==> config.mk <==
export PLATFORM = sky130hd
export DESIGN_NAME = ram4x4_arbiter
export DESIGN_NICKNAME = d
export VERILOG_FILES = /design/src/rtl/ram4x4_arbiter.sv
export SDC_FILE = /design/constraint.sdc
export NUM_CORES = 1
export LEC_CHECK = 0
export ABC_CLOCK_PERIOD_IN_PS = 2000
export CAP_MARGIN = 20
export CORE_UTILIZATION = 51
export DETAILED_ROUTE_END_ITERATION = 6
export PLACE_DENSITY = 0.85
export SYNTH_ARGS = -nofsm -noshare
export SYNTH_HDL_FRONTEND = slang
export SYNTH_SLANG_ARGS = --single-unit
==> constraint.sdc <==
create_clock -name clk -period 2 [get_ports clk]
set_input_delay 0.4 -clock clk [delete_from_list [all_inputs] [get_ports clk]]
set_output_delay 0.4 -clock clk [all_outputs]
set_load 0.01 [all_outputs]
==> src/rtl/ram4x4_arbiter.sv <==
// Two-port round-robin controller owning a DEPTH x DATA_W register bank.
// Each granted transaction runs IDLE -> SRV -> ACK, so accesses are fully serialized.
module ram4x4_arbiter #(
    parameter int DATA_W = 4,
    parameter int ADDR_W = 2
) (
    input  logic              clk,
    input  logic              clear_n,
    input  logic              a_req,
    input  logic              a_we,
    input  logic [ADDR_W-1:0] a_addr,
    input  logic [DATA_W-1:0] a_wdata,
    output logic              a_ack,
    output logic [DATA_W-1:0] a_rdata,
    input  logic              b_req,
    input  logic              b_we,
    input  logic [ADDR_W-1:0] b_addr,
    input  logic [DATA_W-1:0] b_wdata,
    output logic              b_ack,
    output logic [DATA_W-1:0] b_rdata,
    output logic              busy,
    output logic [1:0]        state_dbg
);
    localparam int DEPTH = 2 ** ADDR_W;
    localparam logic PORT_A = 1'b0;
    localparam logic PORT_B = 1'b1;

    typedef enum logic [1:0] {
        IDLE = 2'd0,
        SRV  = 2'd1,
        ACK  = 2'd2
    } state_t;

    // Handshake: a requester raises req with we/addr/wdata and holds them until its
    // one-cycle ack pulse; req still high when IDLE returns starts a new transaction.
    state_t                          state_q, state_d;
    logic                            last_gnt_q, last_gnt_d;
    logic                            cmd_port_q, cmd_port_d;
    logic                            cmd_we_q, cmd_we_d;
    logic [ADDR_W-1:0]               cmd_addr_q, cmd_addr_d;
    logic [DATA_W-1:0]               cmd_wdata_q, cmd_wdata_d;
    logic [DEPTH-1:0][DATA_W-1:0]    mem_q, mem_d;
    logic [DATA_W-1:0]               a_rdata_q, a_rdata_d;
    logic [DATA_W-1:0]               b_rdata_q, b_rdata_d;
    logic                            a_ack_q, a_ack_d;
    logic                            b_ack_q, b_ack_d;
    logic                            busy_q, busy_d;
    logic [DEPTH-1:0]                word_we;
    logic                            grant_b;

    always_comb begin
        state_d     = state_q;
        last_gnt_d  = last_gnt_q;
        cmd_port_d  = cmd_port_q;
        cmd_we_d    = cmd_we_q;
        cmd_addr_d  = cmd_addr_q;
        cmd_wdata_d = cmd_wdata_q;
        a_rdata_d   = a_rdata_q;
        b_rdata_d   = b_rdata_q;
        a_ack_d     = 1'b0;
        b_ack_d     = 1'b0;
        word_we     = '0;
        // On a tie the port that was not served last wins.
        grant_b     = b_req && (!a_req || (last_gnt_q == PORT_A));

        case (state_q)
            IDLE: begin
                if (a_req || b_req) begin
                    cmd_port_d  = grant_b;
                    cmd_we_d    = grant_b ? b_we    : a_we;
                    cmd_addr_d  = grant_b ? b_addr  : a_addr;
                    cmd_wdata_d = grant_b ? b_wdata : a_wdata;
                    last_gnt_d  = grant_b;
                    state_d     = SRV;
                end
            end
            SRV: begin
                if (cmd_we_q) begin
                    word_we[cmd_addr_q] = 1'b1;
                end else if (cmd_port_q == PORT_B) begin
                    b_rdata_d = mem_q[cmd_addr_q];
                end else begin
                    a_rdata_d = mem_q[cmd_addr_q];
                end
                a_ack_d = (cmd_port_q == PORT_A);
                b_ack_d = (cmd_port_q == PORT_B);
                state_d = ACK;
            end
            ACK: begin
                state_d = IDLE;
            end
            default: begin
                state_d = IDLE;
            end
        endcase

        for (int i = 0; i < DEPTH; i++) begin
            mem_d[i] = word_we[i] ? cmd_wdata_q : mem_q[i];
        end
        busy_d = (state_d != IDLE);
    end

    always_ff @(posedge clk or negedge clear_n) begin
        if (!clear_n) begin
            state_q     <= IDLE;
            last_gnt_q  <= PORT_B;
            cmd_port_q  <= PORT_A;
            cmd_we_q    <= 1'b0;
            cmd_addr_q  <= '0;
            cmd_wdata_q <= '0;
            mem_q       <= '0;
            a_rdata_q   <= '0;
            b_rdata_q   <= '0;
            a_ack_q     <= 1'b0;
            b_ack_q     <= 1'b0;
            busy_q      <= 1'b0;
        end else begin
            state_q     <= state_d;
            last_gnt_q  <= last_gnt_d;
            cmd_port_q  <= cmd_port_d;
            cmd_we_q    <= cmd_we_d;
            cmd_addr_q  <= cmd_addr_d;
            cmd_wdata_q <= cmd_wdata_d;
            mem_q       <= mem_d;
            a_rdata_q   <= a_rdata_d;
            b_rdata_q   <= b_rdata_d;
            a_ack_q     <= a_ack_d;
            b_ack_q     <= b_ack_d;
            busy_q      <= busy_d;
        end
    end

    assign a_ack     = a_ack_q;
    assign b_ack     = b_ack_q;
    assign a_rdata   = a_rdata_q;
    assign b_rdata   = b_rdata_q;
    assign busy      = busy_q;
    assign state_dbg = state_q;

endmodule

==> impl_results.md <==
* WL per Instance at between 15 and 20 microns
* CTS sink count at 38
* Switching Share at slightly below 30%
* Seq. cell area at 952 sq um
* Initial Util at approximately 54%
* Layout cells sized above 1 at between 40% and 50%
* Die Wd at roughly 60 microns
* GR Util met3 at 7.25%
* Final setup fails at 0
* Port Buffer Count at 30
* Post-Route WL at just under 3 mm
* Fraction of the yosys area taken by sequential cells at between 50 and 60%
* Period Utilization, post-route at between 90% and 100%
* Peak VDD IR at between 0.8 and 0.9 mV
* CP max stage cell: clkdlybuf4s50_1
* Max incr delay on CP at approximately 0.60 ns
* Cell Int Power at about 2.3 mW
* Met2 Track Usage GR at about a third
* Post-synth net total at 117
* Most common cell after layout, fill and taps aside: mux2_2
* WP data arrival at 1.43 ns
* Fin. max-slew vios at 0
* Clk_skew at around 0.014 ns
* YS warnings at 0
* Crit-path cells: clkdlybuf4s50_1
* Routability cong. at approximately 0.75
* DRC at 0
* Setup bufs post-CTS at 0
* GRT overflow at 0
* Clock buffer depth at 2
* Critical path class: register to output port
* Largest net degree at the start of global routing at 39
* HPWL after detailed placement at ~2.1 mm
* Post-Syn Area at 0.00165 sq mm
* Gate power share at between 30% and 40%
* Initial antenna violation count at 0
* P_leak at roughly 0.9 nW
* Total of max-cap violations at 0
* Die height at approximately 59 microns
* Seq pwr share at between 40% and 50%
* DR pass1 iterations at 4
* Synthesized area per cell at approximately 17 sq um
* Most frequent cells in the layout: 40 x mux2_2, 37 x dfrtp_1, 30 x clkdlybuf4s50_1
* Sw power at about 0.98 mW
* Worst path top cell family by delay: buffers and inverters
* Vias in the first global route at 1000
* Cts bufs inserted at 5
* CP required at 1.60 ns
* H-tree levels at 2
* Clk Latency, worst-skew pair at 0.35 ns
* Clock power frac at roughly 20%
* Die area at between 0.003 and 0.004 sq mm
* Core area at between 0.003 and 0.004 sq mm
* Area of the multi-input gates at approximately 680 sq um
* CP bufs+invs at 1
* Post-DRT Antenna Nets at 0
* Type of origin of the critical path: register
* Final hold vios at 0
* GRT Util Overall at about a fifth
* PwrDens at about 1600 mW/mm^2
* CTS clk-pin slew, worst paths at 0.12 ns
* Clock root buffer: clkbuf_4
* GR Layer Usage met1 at around a quarter
* Initial detailed-routing violation count at 30
* I/O pins at 31
* Crit end category: output port
* Cells after Synth at 99
* Rows at 20
* Post-cts resize count at 0
* Status: completed
* Slew HR at between 60% and 70%
* Final Critical Period at about 1.8 ns
* Worst hold path type: input port to async pin
* Worst-Margin Slew at between 0.4 and 0.5 ns
* Fin Setup TNS at 0 ns
* Area growth, synth to finish at 29.5%
* Vias per cell at 5.15
* Vias at 937
* First-pass GRT wire length at around 4.8 mm
* Filler cells at between 200 and 250
* Unrepaired setup endpoints after global routing: false
* Max Freq at roughly 550 MHz
* Final core occ at 69.8%
* Antenna diodes at 0
* Register bit total from synthesis at 38
* # nets final at about 160
* Hold_buf cts at 0
* Critical Path Fanout Max at 4
* CTS tree: yes
* Distinct cell type count after synthesis at 19
* GR peak layer: met2
[routing by layer]
metal | vias up | wire (microns)
met1 | 470 | 1280
met2 | 21 | 1450
met4 | 0 | 59
met3 | 5 | 116
li1 | 441 | -
met5 | - | 0
[synthesized netlist by cell type]
cell type | number | area, sq um
and4b_4 | 1 | 13.8
nand4b_1 | 1 | 8.76
nor3_2 | 1 | 10.0
a21boi_2 | 1 | 11.3
buf_4 | 1 | 7.51
dfstp_2 | 1 | 26.3
mux2_2 | 40 | 450
nor3_1 | 1 | 5.00
nand4_1 | 1 | 6.26
dfrtp_1 | 37 | 926
inv_2 | 1 | 3.75
nor2_1 | 3 | 11.3
and2_1 | 1 | 6.26
mux4_2 | 4 | 90.1
nor3b_2 | 1 | 12.5
nor3_4 | 1 | 16.3
nand2b_4 | 1 | 13.8
nor4b_4 | 1 | 23.8
clkbuf_1 | 1 | 3.75
[layout make-up]
cell class / instances / share of cell area, %
Multi-Input combinational cell: 58 / 31.9
Clock inverter: 3 / 3.23
Tap cell: 44 / 2.58
Sequential cell: 38 / 44.7
Clock buffer: 5 / 1.76
Inverter: 1 / 0.176
Timing Repair Buffer: 33 / 15.7
[sequential cells by signal (all words and copies together), names as in the netlist]
name / cells
state_dbg: 2
a_rdata: 4
cmd_addr_q: 2
a_ack: 1
busy: 1
cmd_we_q: 1
cmd_wdata_q: 4
cmd_port_q: 1
b_rdata: 4
b_ack: 1
mem_q: 16
last_gnt_q: 1
[final timing paths]
| path | startpoint | to | slack [ns] | cells past startpoint |
|---|---|---|---|---|
| worst max-delay path | state_dbg[0] | state_dbg[0] | 0.17 | 1 |
| worst min-delay path | clear_n | b_rdata[2] | 0.46 | 2 |
| worst max register to register | cmd_addr_q[0] | a_rdata[2] | 0.37 | 2 |
| worst min register to register | b_rdata[1] | b_rdata[1] | 0.52 | 1 |
| max in group asynchronous | clear_n | last_gnt_q | 1.19 | 2 |
| min in group clk | b_rdata[1] | b_rdata[1] | 0.52 | 1 |
[power by group through the flow]
stage,Combinational (mW),Sequential (mW),Clock (mW)
after floorplan,0.796,1.40,0
after global routing,1.29,1.52,0.694
after global placement,1.18,1.46,0
after detailed placement,1.22,1.49,0
final,1.21,1.46,0.655
after CTS,1.22,1.47,0.671
[stage by stage]
stage               instances  setup WS, ns  hold WS [ns]  cell area, sq um  power, mW
global route              182        0.0962         0.503              2130       3.51
global placement          174        0.0786         0.484              2030       2.63
detailed placement        174        0.0291         0.492              2030       2.71
CTS                       182         0.134         0.470              2130       3.36
floorplan                  99         0.538         0.104              1650       2.19
finish                    182         0.169         0.464              2130       3.32
[cell families after synthesis]
| logic type | Yosys count | synth area share, % |
|---|---|---|
| compound gates | 1 | 0.684 |
| simple gates | 13 | 7.75 |
| flops | 38 | 57.8 |
| mux | 44 | 32.8 |
| buf+inv | 3 | 0.912 |
No activity file was read; power rests on OpenSTA's default activity.
